## src/rtl/note_display_sequencer_if.sv

```systemverilog
// Control bus between the note-lane sequencer, the game timing logic and the display datapath.
interface note_display_sequencer_if;
    logic        start;
    logic        beatTick;
    logic        shiftSong;
    logic        loadDefault;
    logic        writeDefault;
    logic        loadStartAddress;
    logic        loadX;
    logic        loadY;
    logic        writeToScreen;
    logic [13:0] gridCounter;
    logic [3:0]  boxCounter;
    logic [15:0] pixelCount;
    logic        busy;
    logic        frameDone;
    logic        overrun;

    // Sequencer side: takes timing pulses, drives strobes and counters.
    modport master (
        input  start, beatTick,
        output shiftSong, loadDefault, writeDefault, loadStartAddress,
               loadX, loadY, writeToScreen, gridCounter, boxCounter,
               pixelCount, busy, frameDone, overrun
    );

    // Timing/datapath side: issues pulses, consumes strobes and counters.
    modport slave (
        output start, beatTick,
        input  shiftSong, loadDefault, writeDefault, loadStartAddress,
               loadX, loadY, writeToScreen, gridCounter, boxCounter,
               pixelCount, busy, frameDone, overrun
    );
endinterface

```

## src/rtl/note_display_sequencer.sv

```systemverilog
// Moore FSM sequencing background draw, per-beat song shift and per-box pixel redraw.
module note_display_sequencer #(
    parameter int GRID_PIXELS = 8192,
    parameter int NUM_BOXES   = 3,
    parameter int BOX_PIXELS  = 400
) (
    input  logic clock,
    input  logic resetn,
    note_display_sequencer_if.master bus
);
    typedef enum logic [3:0] {
        WAIT_START, IDLE, D_ADDR, D_LOAD, D_WRITE, SHIFT,
        B_ADDR, B_LOAD, P_CALC, P_X, P_Y, P_WRITE, DONE
    } stateT;

    localparam logic [13:0] LAST_GRID  = 14'(GRID_PIXELS - 1);
    localparam logic [3:0]  LAST_BOX   = 4'(NUM_BOXES - 1);
    localparam logic [15:0] LAST_PIXEL = 16'(BOX_PIXELS - 1);

    stateT       state;
    stateT       nextState;
    logic [13:0] gridCount;
    logic [3:0]  boxCount;
    logic [15:0] pixelCount;
    logic        pending;
    logic        overrunFlag;
    logic        isBusy;

    logic lastGrid;
    logic lastBox;
    logic lastPixel;

    assign lastGrid  = (gridCount == LAST_GRID);
    assign lastBox   = (boxCount == LAST_BOX);
    assign lastPixel = (pixelCount == LAST_PIXEL);
    assign isBusy    = (state != WAIT_START) && (state != IDLE);

    // State register.
    always_ff @(posedge clock or posedge resetn) begin
        if (resetn) state <= WAIT_START;
        else        state <= nextState;
    end

    // Next-state decode; start outranks a beat in IDLE, ROM/adder latency covered by spacer states.
    always_comb begin
        nextState = state;
        case (state)
            WAIT_START: if (bus.start) nextState = D_ADDR;
            IDLE: begin
                if (bus.start)                     nextState = D_ADDR;
                else if (pending || bus.beatTick)  nextState = SHIFT;
            end
            D_ADDR:  nextState = D_LOAD;
            D_LOAD:  nextState = D_WRITE;
            D_WRITE: nextState = lastGrid ? IDLE : D_ADDR;
            SHIFT:   nextState = B_ADDR;
            B_ADDR:  nextState = B_LOAD;
            B_LOAD:  nextState = P_CALC;
            P_CALC:  nextState = P_X;
            P_X:     nextState = P_Y;
            P_Y:     nextState = P_WRITE;
            P_WRITE: begin
                if (!lastPixel)    nextState = P_CALC;
                else if (!lastBox) nextState = B_ADDR;
                else               nextState = DONE;
            end
            DONE:    nextState = IDLE;
            default: nextState = WAIT_START;
        endcase
    end

    // Strobes decoded from the state register alone.
    always_comb begin
        bus.shiftSong        = 1'b0;
        bus.loadDefault      = 1'b0;
        bus.writeDefault     = 1'b0;
        bus.loadStartAddress = 1'b0;
        bus.loadX            = 1'b0;
        bus.loadY            = 1'b0;
        bus.writeToScreen    = 1'b0;
        bus.frameDone        = 1'b0;
        case (state)
            D_LOAD:  bus.loadDefault = 1'b1;
            D_WRITE: begin
                bus.writeToScreen = 1'b1;
                bus.writeDefault  = 1'b1;
            end
            SHIFT:   bus.shiftSong = 1'b1;
            B_LOAD:  bus.loadStartAddress = 1'b1;
            P_X:     bus.loadX = 1'b1;
            P_Y:     bus.loadY = 1'b1;
            P_WRITE: bus.writeToScreen = 1'b1;
            DONE:    bus.frameDone = 1'b1;
            default: ;
        endcase
    end

    // Grid, box and pixel counters; each wraps to 0 on its last value.
    always_ff @(posedge clock or posedge resetn) begin
        if (resetn) begin
            gridCount  <= '0;
            boxCount   <= '0;
            pixelCount <= '0;
        end else begin
            case (state)
                D_WRITE: gridCount <= lastGrid ? 14'd0 : gridCount + 14'd1;
                SHIFT: begin
                    boxCount   <= '0;
                    pixelCount <= '0;
                end
                P_WRITE: begin
                    if (!lastPixel) begin
                        pixelCount <= pixelCount + 16'd1;
                    end else begin
                        pixelCount <= '0;
                        boxCount   <= lastBox ? 4'd0 : boxCount + 4'd1;
                    end
                end
                default: ;
            endcase
        end
    end

    // One-deep beat queue; a second beat while one is queued is dropped and flagged.
    always_ff @(posedge clock or posedge resetn) begin
        if (resetn) begin
            pending     <= 1'b0;
            overrunFlag <= 1'b0;
        end else if (state == IDLE) begin
            if (bus.start) begin
                if (bus.beatTick) pending <= 1'b1;
            end else if (pending || bus.beatTick) begin
                pending <= 1'b0;
            end
        end else if (isBusy && bus.beatTick) begin
            if (pending) overrunFlag <= 1'b1;
            else         pending     <= 1'b1;
        end
    end

    assign bus.gridCounter = gridCount;
    assign bus.boxCounter  = boxCount;
    assign bus.pixelCount  = pixelCount;
    assign bus.busy        = isBusy;
    assign bus.overrun     = overrunFlag;
endmodule

```

## src/flat_wrapper.sv

```systemverilog
// flat-port wrapper written by rule: the top's interface ports become plain ports
module note_display_sequencer_flat 
#(
    parameter int GRID_PIXELS = 8192,
    parameter int NUM_BOXES   = 3,
    parameter int BOX_PIXELS  = 400
)
  (clock, resetn, bus_start, bus_beatTick, bus_shiftSong, bus_loadDefault, bus_writeDefault, bus_loadStartAddress, bus_loadX, bus_loadY, bus_writeToScreen, bus_gridCounter, bus_boxCounter, bus_pixelCount, bus_busy, bus_frameDone, bus_overrun);
  note_display_sequencer_if bus_i ();
  input  logic clock;
  input  logic resetn;
  input wire logic [$bits(bus_i.start)-1:0] bus_start;
  input wire logic [$bits(bus_i.beatTick)-1:0] bus_beatTick;
  output wire logic [$bits(bus_i.shiftSong)-1:0] bus_shiftSong;
  output wire logic [$bits(bus_i.loadDefault)-1:0] bus_loadDefault;
  output wire logic [$bits(bus_i.writeDefault)-1:0] bus_writeDefault;
  output wire logic [$bits(bus_i.loadStartAddress)-1:0] bus_loadStartAddress;
  output wire logic [$bits(bus_i.loadX)-1:0] bus_loadX;
  output wire logic [$bits(bus_i.loadY)-1:0] bus_loadY;
  output wire logic [$bits(bus_i.writeToScreen)-1:0] bus_writeToScreen;
  output wire logic [$bits(bus_i.gridCounter)-1:0] bus_gridCounter;
  output wire logic [$bits(bus_i.boxCounter)-1:0] bus_boxCounter;
  output wire logic [$bits(bus_i.pixelCount)-1:0] bus_pixelCount;
  output wire logic [$bits(bus_i.busy)-1:0] bus_busy;
  output wire logic [$bits(bus_i.frameDone)-1:0] bus_frameDone;
  output wire logic [$bits(bus_i.overrun)-1:0] bus_overrun;
  assign bus_i.start = bus_start;
  assign bus_i.beatTick = bus_beatTick;
  assign bus_shiftSong = bus_i.shiftSong;
  assign bus_loadDefault = bus_i.loadDefault;
  assign bus_writeDefault = bus_i.writeDefault;
  assign bus_loadStartAddress = bus_i.loadStartAddress;
  assign bus_loadX = bus_i.loadX;
  assign bus_loadY = bus_i.loadY;
  assign bus_writeToScreen = bus_i.writeToScreen;
  assign bus_gridCounter = bus_i.gridCounter;
  assign bus_boxCounter = bus_i.boxCounter;
  assign bus_pixelCount = bus_i.pixelCount;
  assign bus_busy = bus_i.busy;
  assign bus_frameDone = bus_i.frameDone;
  assign bus_overrun = bus_i.overrun;
  note_display_sequencer #(.GRID_PIXELS(GRID_PIXELS), .NUM_BOXES(NUM_BOXES), .BOX_PIXELS(BOX_PIXELS)) u_core (.clock(clock), .resetn(resetn), .bus(bus_i));
endmodule
```

## config.mk

```make
export PLATFORM = sky130hd
export DESIGN_NAME = note_display_sequencer_flat
export DESIGN_NICKNAME = d
export VERILOG_FILES = /design/src/rtl/note_display_sequencer_if.sv /design/src/rtl/note_display_sequencer.sv /design/src/flat_wrapper.sv
export SDC_FILE = /design/constraint.sdc
export NUM_CORES = 1
export LEC_CHECK = 0
export ABC_AREA = 1
export BUFFER_PORTS_ARGS = -buffer_cell sky130_fd_sc_hd__buf_2
export CAP_MARGIN = 10
export CORE_MARGIN = 1
export CORE_UTILIZATION = 50
export DETAILED_ROUTE_END_ITERATION = 16
export HOLD_SLACK_MARGIN = 0.08
export PLACE_DENSITY = 0.81
export SLEW_MARGIN = 20
export SYNTH_ARGS = -nofsm -noshare
export SYNTH_HDL_FRONTEND = slang
export SYNTH_SLANG_ARGS = --single-unit
```

## constraint.sdc

```tcl
create_clock -name clock -period 1.95 [get_ports clock]
set_input_delay 0.0975 -clock clock [delete_from_list [all_inputs] [get_ports clock]]
set_output_delay 0.0975 -clock clock [all_outputs]
set_load 0.05 [all_outputs]
```

==> out/results.tsv <==
metric	value	unit
start_util	52.4	%
tightest_slew	520	ps
grt_pass1_wl	9860	µm
wl	5860	µm
cp_slowest_cell	dfrtp_1	
period_needed	1790	ps
path_max_fanout	11	
grt_max_degree	41	
grt_antenna_before_repair	0	
synthToLayoutAreaGrowth	15.4	%
critPathMaxStageDelay	430	ps
drt-wirelength-per-cell	12.5	µm
syn_avg_cell_area	7.14	µm²
synth_top_area_share	40.2	%
critPathLaunchType	register	
vias_per_cell	5.13	
required	1850	ps
grt_pass1_vias	2229	
finalClockSkew	6.22	ps
grt.total_usage	24.4	%
dr.first_iter.drc_count	98	
min_path_type	primary input to register	
antenna_left	0	
dp_hpwl	4470	µm
cts-root-buf	clkbuf_8	
post_cts_buffers	0	
netlist_top_cells_area	dfrtp_1 (40%), nand2_1 (16%), nor2_1 (6.9%)	
path_cells	nor2_1, nand2_2, inv_2, buf_2	
drive_above_1_share	19.2	%
post-route-util	60.5	%
arrival	1690	ps
drt-pass1-iter-count	5	
hp-start	bus_beatTick	
power_density	941	nW/µm²
max_freq	0.559	GHz
timing.final.hold_violations	0	
rrSetupSlack	270	ps
fill_cells	463	
path_buf_inv	2	
synthesis.area	2490	µm²
post-route-period-util	91.7	%
fin_nets	410	
setup_violations	0	
grt-ovfl-total	0	
min_to	u_core.bus.overrun$_DFFE_PP0P_	
worstSetupEndpointType	primary output	
cp-startpoint	u_core.state[0]$_DFFE_PP0P_	
io-pin-count	48	
fin_tns_setup	0	ps
ys_seq_elements	40	
h-tree-depth	2	
yosysSeqAreaShare	40.2	%
cap_violations	0	
leakage	1.53	nW
cts_resized	0	
slew_viol_final	0	
synthCells	349	
die-area	5270	µm²
core_area	4750	µm²
min_path_cells	3	
clkTransAtPathRegs	80	ps
yosys.area.top_type	dfrtp_1	
fp.dieH	72.6	µm
insertion_delay	300	ps
rows	25	
timing.final.ws_setup	163	ps
synth.distinct_cells	32	
place_congestion	0.891	
tritoncts	yes	
status	complete, no violations	
rsz0062_at_grt	false	
clock_sinks	40	
die_x	72.6	µm
path_delay_family	buffers and inverters	
vias	2407	
rr_startpoint	u_core.bus.pixelCount[0]$_DFFE_PP0P_	
dp_slack	276	ps
crit_type	register to primary output	
relSlewSlack	65.3	%
portBuffers	47	
antenna_cells	0	
rr_worst_depth	8	
route.detailed.drc	0	
cts_buffer_depth	2	
syn_nets	357	
synth_warnings	0	
cts_buffers	5	
ir_drop	437	µV
r2r_end	u_core.bus.boxCounter[0]$_DFFE_PP0P_	
-- routing by layer --
| metal | wire length [µm] | global-route usage, % |
|---|---|---|
| met1 | 2580 | 31.0 |
| met2 | 2910 | 41.7 |
| met5 | 0 | 0 |
| met3 | 267 | 3.45 |
| met4 | 106 | 10.2 |
-- worst reg2reg max path: cells and delay by family (launching register included) --
kind,cells,cell delay (ps)
and+or+nand+nor,6,810
DFF,1,440
AOI/OAI and AO/OA,1,60
adders and majority gates,1,260
-- sequential cells by signal, indices dropped and copies added (netlist names) --
register,flops
u_core.bus.overrun,1
u_core.bus.pixelCount,16
u_core.bus.boxCounter,4
u_core.pending,1
u_core.state,4
u_core.bus.gridCounter,14
-- cells by family after synthesis --
group	count (synthesis)	synth area share, %
AO/OA/AOI/OAI	32	7.38
AND/OR/NAND/NOR	213	38.0
buffers and inverters	49	8.58
XOR/XNOR	11	3.87
flip-flops	40	40.2
adder cells (fa/ha/maj)	4	2.01
-- final cells by class --
type	count	area, µm²	share of cell area, %
clock inverter	1	5.00	0.174
timing repair buffer	50	260	9.05
inverter	45	175	6.09
sequential	40	1000	34.8
clock buffer	6	72.6	2.52
tap	67	83.8	2.92
multi-input combinational	260	1280	44.4
-- where the power goes --
part	switching (mW)	internal (mW)
clock	0.282	0.243
combinational	0.847	0.286
sequential	0.120	0.926
-- through the flow --
stage               instances  hold slack, ps  area (µm²)  total power [mW]
global placement          461             250        2790              2.17
global route              469             111        2880              2.87
floorplan                 349             257        2490              1.95
CTS                       469            82.2        2880              2.73
finish                    469            88.1        2880              2.70
detailed placement        461             259        2790              2.20
-- cells in the mapped netlist, drive strengths merged --
| cell type | instances |
|---|---|
| inv | 44 |
| o22ai | 2 |
| nand3b | 2 |
| o21ai | 23 |
| nand3 | 33 |
| and3 | 1 |
| nand4 | 11 |
| xor2 | 9 |
| a21oi | 4 |
| nor2 | 53 |
| ha | 4 |
| buf | 4 |
| nand2 | 107 |
| dfrtp | 40 |
| or2 | 2 |
| nor3 | 3 |
| xnor2 | 2 |
| o21bai | 1 |
| a31oi | 1 |
| and2 | 1 |
| o211ai | 1 |
| clkinv | 1 |
-- worst max path at each step --
stage / to / slack [ps] / cells after the start
4_1_cts: bus_writeDefault / 170 / 4
3_5_place_dp: u_core.bus.boxCounter[0]$_DFFE_PP0P_ / 280 / 8
2_1_floorplan: u_core.bus.boxCounter[2]$_DFFE_PP0P_ / 100 / 8
3_3_place_gp: u_core.bus.boxCounter[2]$_DFFE_PP0P_ / 380 / 8
6_report: bus_writeDefault / 160 / 4
5_1_grt: bus_writeDefault / 40 / 4
-- cell usage in the layout, fill, tap and decap left out, types with 2 or more instances in the layout --
master,count
o21ai_1,6
buf_4,2
o21ai_0,16
nor2_1,46
a21oi_1,3
xor2_1,9
nand2_4,3
clkbuf_8,5
nor3_1,3
buf_2,47
nand2_1,103
ha_1,4
inv_1,38
clkinv_2,2
nand3_1,33
dfrtp_1,40
o22ai_1,2
nor2_2,4
nand3b_1,2
nor2_4,3
inv_2,5
nand4_1,11
or2_2,2
xnor2_1,2
-- repair_timing --
item                                   4_1_cts  5_1_grt
hold buffers                                 1        0
setup endpoints to repair                    0        0
endpoints found under the hold margin       40        0
Power figures use the tool's default switching activity.
